`config.mk`:
```
export PLATFORM = sky130hd
export DESIGN_NAME = ncl_mash_n
export DESIGN_NICKNAME = d
export VERILOG_FILES = /design/src/rtl/ncl_mash_n.sv
export SDC_FILE = /design/constraint.sdc
export NUM_CORES = 1
export LEC_CHECK = 0
export BUFFER_PORTS_ARGS = -buffer_cell sky130_fd_sc_hd__buf_2
export CORE_AREA = 2 2 40 42
export CTS_CLUSTER_SIZE = 8
export DETAILED_ROUTE_END_ITERATION = 10
export DIE_AREA = 0 0 42 44
export PLACE_DENSITY = 0.64
export SLEW_MARGIN = 20
export SYNTH_ARGS = -nofsm -noshare
export SYNTH_HDL_FRONTEND = slang
export SYNTH_SLANG_ARGS = --single-unit
```
`constraint.sdc`:
```
create_clock -name clk -period 2.45 [get_ports clk]
set_input_delay 0 -clock clk [delete_from_list [all_inputs] [get_ports clk]]
set_output_delay 0 -clock clk [all_outputs]
set_load 0.05 [all_outputs]
```
`src/rtl/ncl_mash_n.sv`:
```
// Noise-cancellation network for an N-stage MASH 1-1-...-1 DDSM: Y = sum (1-z^-1)^(k-1) y_k.
// Define NCL_PIPE_EN for a per-stage pipelined chain with a fill counter gating valid_o.
module ncl_mash_n #(
    parameter int unsigned STAGES  = 3,
    parameter int unsigned OUT_REG = 1
) (
    input  logic                          clk,
    input  logic                          rst_n,
    input  logic                          clr_i,
    input  logic                          valid_i,
    input  logic [$clog2(STAGES+1)-1:0]   order_i,
    input  logic [STAGES-1:0]             y_i,
    output logic signed [STAGES:0]        y_o,
    output logic                          valid_o
);

    localparam int unsigned OW = STAGES + 1;
    localparam int unsigned HN = (STAGES > 1) ? STAGES - 1 : 1;

    typedef logic signed [OW-1:0] sw_t;

    function automatic sw_t bext(input logic b);
        return sw_t'({{(OW-1){1'b0}}, b});
    endfunction

    logic              acc;
    logic              stage_valid;
    logic [STAGES-1:0] ym;
    sw_t               stage_c [STAGES:1];
    sw_t               hist_q  [HN:1];
    sw_t               hist_d  [HN:1];

    assign acc = valid_i & ~clr_i;

    // Order mask: stages above the effective order contribute nothing.
    always_comb begin
        int m;
        m = int'(order_i);
        if (m == 0 || m > int'(STAGES)) m = int'(STAGES);
        for (int k = 0; k < int'(STAGES); k++) ym[k] = y_i[k] & (k < m);
    end

`ifdef NCL_PIPE_EN
    localparam int unsigned CW = (STAGES > 1) ? $clog2(STAGES) : 1;
    localparam logic [CW-1:0] FILL = CW'(STAGES - 1);

    sw_t               pc_q [HN:1];
    sw_t               pc_d [HN:1];
    logic [STAGES-1:0] yd_q [HN:1];
    logic [STAGES-1:0] yd_d [HN:1];
    logic [CW-1:0]     cnt_q, cnt_d;
    logic              full;

    assign full        = (cnt_q == FILL);
    assign stage_valid = acc & full;

    // pc_q[k] holds c_{k+1} one accepted sample old; yd_q[d] is the masked input d samples old.
    always_comb begin
        stage_c[STAGES] = bext(ym[STAGES-1]);
        for (int k = int'(STAGES) - 1; k >= 1; k--) begin
            stage_c[k] = bext(yd_q[int'(STAGES) - k][k-1]) + pc_q[k] - hist_q[k];
        end
        for (int k = 1; k <= int'(HN); k++) begin
            pc_d[k]   = clr_i ? '0 : (valid_i ? stage_c[k+1] : pc_q[k]);
            hist_d[k] = clr_i ? '0 : (valid_i ? pc_q[k]      : hist_q[k]);
        end
        yd_d[1] = clr_i ? '0 : (valid_i ? ym : yd_q[1]);
        for (int k = 2; k <= int'(HN); k++) begin
            yd_d[k] = clr_i ? '0 : (valid_i ? yd_q[k-1] : yd_q[k]);
        end
        cnt_d = cnt_q;
        if (clr_i) cnt_d = '0;
        else if (valid_i && !full) cnt_d = cnt_q + CW'(1);
    end

    always_ff @(posedge clk or negedge rst_n) begin
        if (!rst_n) begin
            hist_q <= '{default: '0};
            pc_q   <= '{default: '0};
            yd_q   <= '{default: '0};
            cnt_q  <= '0;
        end else begin
            hist_q <= hist_d;
            pc_q   <= pc_d;
            yd_q   <= yd_d;
            cnt_q  <= cnt_d;
        end
    end
`else
    assign stage_valid = acc;

    // hist_q[k] holds c_{k+1} of the previous accepted sample.
    always_comb begin
        stage_c[STAGES] = bext(ym[STAGES-1]);
        for (int k = int'(STAGES) - 1; k >= 1; k--) begin
            stage_c[k] = bext(ym[k-1]) + stage_c[k+1] - hist_q[k];
        end
        for (int k = 1; k <= int'(HN); k++) begin
            hist_d[k] = clr_i ? '0 : (valid_i ? stage_c[k+1] : hist_q[k]);
        end
    end

    always_ff @(posedge clk or negedge rst_n) begin
        if (!rst_n) hist_q <= '{default: '0};
        else        hist_q <= hist_d;
    end
`endif

    generate
        if (OUT_REG != 0) begin : g_oreg
            sw_t  y_q, y_d;
            logic valid_q;

            always_comb begin
                y_d = y_q;
                if (clr_i)        y_d = '0;
                else if (valid_i) y_d = stage_c[1];
            end

            always_ff @(posedge clk or negedge rst_n) begin
                if (!rst_n) begin
                    y_q     <= '0;
                    valid_q <= 1'b0;
                end else begin
                    y_q     <= y_d;
                    valid_q <= stage_valid;
                end
            end

            assign y_o     = y_q;
            assign valid_o = valid_q;
        end else begin : g_comb
            assign y_o     = stage_c[1];
            assign valid_o = stage_valid;
        end
    endgenerate

endmodule

```
==> impl_metrics.ini <==
[run_status]
status = finished, final reports clean

[detailed_routing]
ant_nets = 0
drt_iter0_drc = 1
drc = 0
drt-total-wl_um = 1070
first_pass_iters = 2
wl_per_cell_um = 11.2
viasPerCell = 4.63
vias = 440

[power_and_ir_drop]
switching_share = 0.343
p_clk_frac = 0.264
intPower_mw = 0.283
cellPowerDensity_nw_per_um2 = 566
ir_worst_vdd_v = 0.000303
sequentialPowerShare = 0.387
leakage_nw = 0.423
power.switching_mw = 0.148
combinationalPowerShare = 0.348

[timing]
post-route-min-period_ns = 2.29
setup_viol = 0
slew_violations = 0
grt_setup_unrepaired = false
worst_slack_ns = 0.164
timing_hold_violations_final = 0
worst_pin_slew_ns = 0.283
fmax_mhz = 438
fin_skew_ns = 0.00556
maxSlewHeadroom = 0.811
fin_crit_sh = 0.933

[final_layout]
antenna_cells = 0
area_growth_pct = 25.1
final_nets = 101
stdcell_count = 95
nFillCells = 139
drive_gt1_frac = 0.291

[worst_setup_path]
endpoint_kind = flop
cp-start-kind = input port
critical_path_arrival_ns = 2.46
criticalPathCategory = input port to flop
cp.required_ns = 2.63
worstPathMaxFanout = 2

[global_routing]
grt_pass1_wl_um = 1810
grt_max_degree = 13
grt_usage = 0.138
top_usage_layer = met2
met2_usage = 0.238
grtUsageMet3 = 0.0625
grt_pass1_vias = 432
gr-usage-met1 = 0.156
antenna_found_initial = 0
grt_overflow = 0

[clocking]
clkSinkCount = 9
cts_tree = built
root_buffer = clkbuf_4
clock_latency_ns = 0.26
cts.clk_slew.worst_paths_ns = 0.06
htreeDepth = 1
clockBufferDepth = 2
cts_inserted_buffers = 3
post_cts_buffers = 0

[yosys]
synth_edf_count = 0
synth_top_area_frac = 0.370
dominantRegCellSynth = dfrtp_1
synth_area_per_cell_um2 = 10.3
synth.most_common_cell = ha_1
yosysSeqAreaShare = 0.370
yosysWarnings = 0
netlist.top_cell.by_area = dfrtp_1
synth_common_cells = ha_1 (11), inv_1 (10), dfrtp_1 (9)
synth_nets = 80
mappedNetlistArea_um2 = 609
async_reset_ff_frac = 1.00
synth_seq_cells = 9
ys_top_cells_by_area = dfrtp_1 (37%), ha_1 (23%), mux2i_1 (9.9%), inv_1 (6.2%), nor2_1 (4.9%)
synth_cells = 59
synth.distinct_cells = 18

[placed_design]
dp.cells = 90
place_worst_setup_slack_ns = -0.133
io_buffers = 13
finalWeightedCongestion = 0.714
place_hpwl_um = 846

[floorplan]
chipHeight_um = 44
start_util = 0.429
dieArea_um2 = 1850
die_w_um = 42
core_um2 = 1420
ioPinCount = 14
row_count = 14

[min_path]
hold_path_class = input port to flop

[job]
drv_cap = 0
power by group through the flow:
stage | sequential, mW | clock, mW | combinational, mW
finish | 0.167 | 0.114 | 0.150
CTS | 0.167 | 0.122 | 0.147
detailed placement | 0.170 | 0 | 0.145
global route | 0.169 | 0.128 | 0.169
global placement | 0.169 | 0 | 0.142
floorplan | 0.203 | 0 | 0.0708
registers in the layout (all words and copies together) (netlist names):
name     flops
valid_o      1
y_o          4
hist_q       4
per-layer routing:
layer / vias to the layer above / wire [µm]
li1: 233 / -
met1: 198 / 450
met2: 9 / 562
met3: 0 / 54
met4: 0 / 0
met5: - / 0
final timing paths:
check                           start   endpoint  slack [ns]  depth (start not counted)
max reg2reg                 hist_q[4]     y_o[2]        0.36                          7
min                             clr_i     y_o[2]        0.05                          2
max                        order_i[0]     y_o[2]        0.16                         13
max in group asynchronous       rst_n  hist_q[0]        2.14                          2
min reg2reg                 hist_q[1]  hist_q[1]        0.52                          2
min in group asynchronous       rst_n     y_o[1]        0.12                          2
critical path, stage by stage:
cell,delay (ns)
buf_2,0.09
inv_1,0.04
ha_1,0.27
and2_1,0.15
ha_1,0.27
inv_1,0.04
ha_1,0.17
ha_1,0.27
inv_1,0.05
ha_1,0.32
fa_1,0.45
xnor2_1,0.14
a211oi_1,0.21
layout by cell type (no fill, tap or decap), types with 2 or more instances in the layout:
| master | instances |
|---|---|
| nor2_1 | 8 |
| nor2b_1 | 2 |
| dfrtp_1 | 9 |
| inv_1 | 10 |
| buf_2 | 13 |
| mux2i_1 | 6 |
| clkbuf_4 | 3 |
| ha_1 | 11 |
| buf_4 | 4 |
final cells by class:
type,count,area [µm²],share of cell area
Tap cell,16,20.0,0.0263
Multi-Input combinational cell,38,348,0.456
Timing Repair Buffer,18,105,0.138
Inverter,10,37.5,0.0493
Clock buffer,4,26.3,0.0345
Sequential cell,9,225,0.296
logic make-up (layout without fill, tap and decap cells):
| logic type | after synthesis | count (layout) | synth area share |
|---|---|---|---|
| muxes | 6 | 6 | 0.0986 |
| DFF | 9 | 9 | 0.370 |
| buffers and inverters | 12 | 32 | 0.0801 |
| adders and majority gates | 12 | 12 | 0.259 |
| AOI/OAI and AO/OA | 4 | 4 | 0.0411 |
| and+or+nand+nor | 15 | 15 | 0.138 |
| xor gates and xnor gates | 1 | 1 | 0.0144 |
metrics by stage:
stage / util / power (mW) / TNS, ns / hold WS, ns / area (µm²)
floorplan: - / 0.274 / 0 / -0.296 / 609
global placement: 0.503 / 0.311 / -0.125 / -0.136 / 713
detailed placement: 0.503 / 0.315 / -0.276 / -0.135 / 713
CTS: 0.528 / 0.436 / 0 / 0.0238 / 749
global route: 0.537 / 0.466 / 0 / 0.0676 / 762
finish: 0.537 / 0.431 / 0 / 0.0496 / 762
what timing repair did:
item,4_1_cts,5_1_grt
endpoints found under the hold margin,9,0
setup endpoints to repair,0,1
hold buffers,1,0
gates resized for setup,0,2
Note: power is estimated with default switching activity, not from simulation.
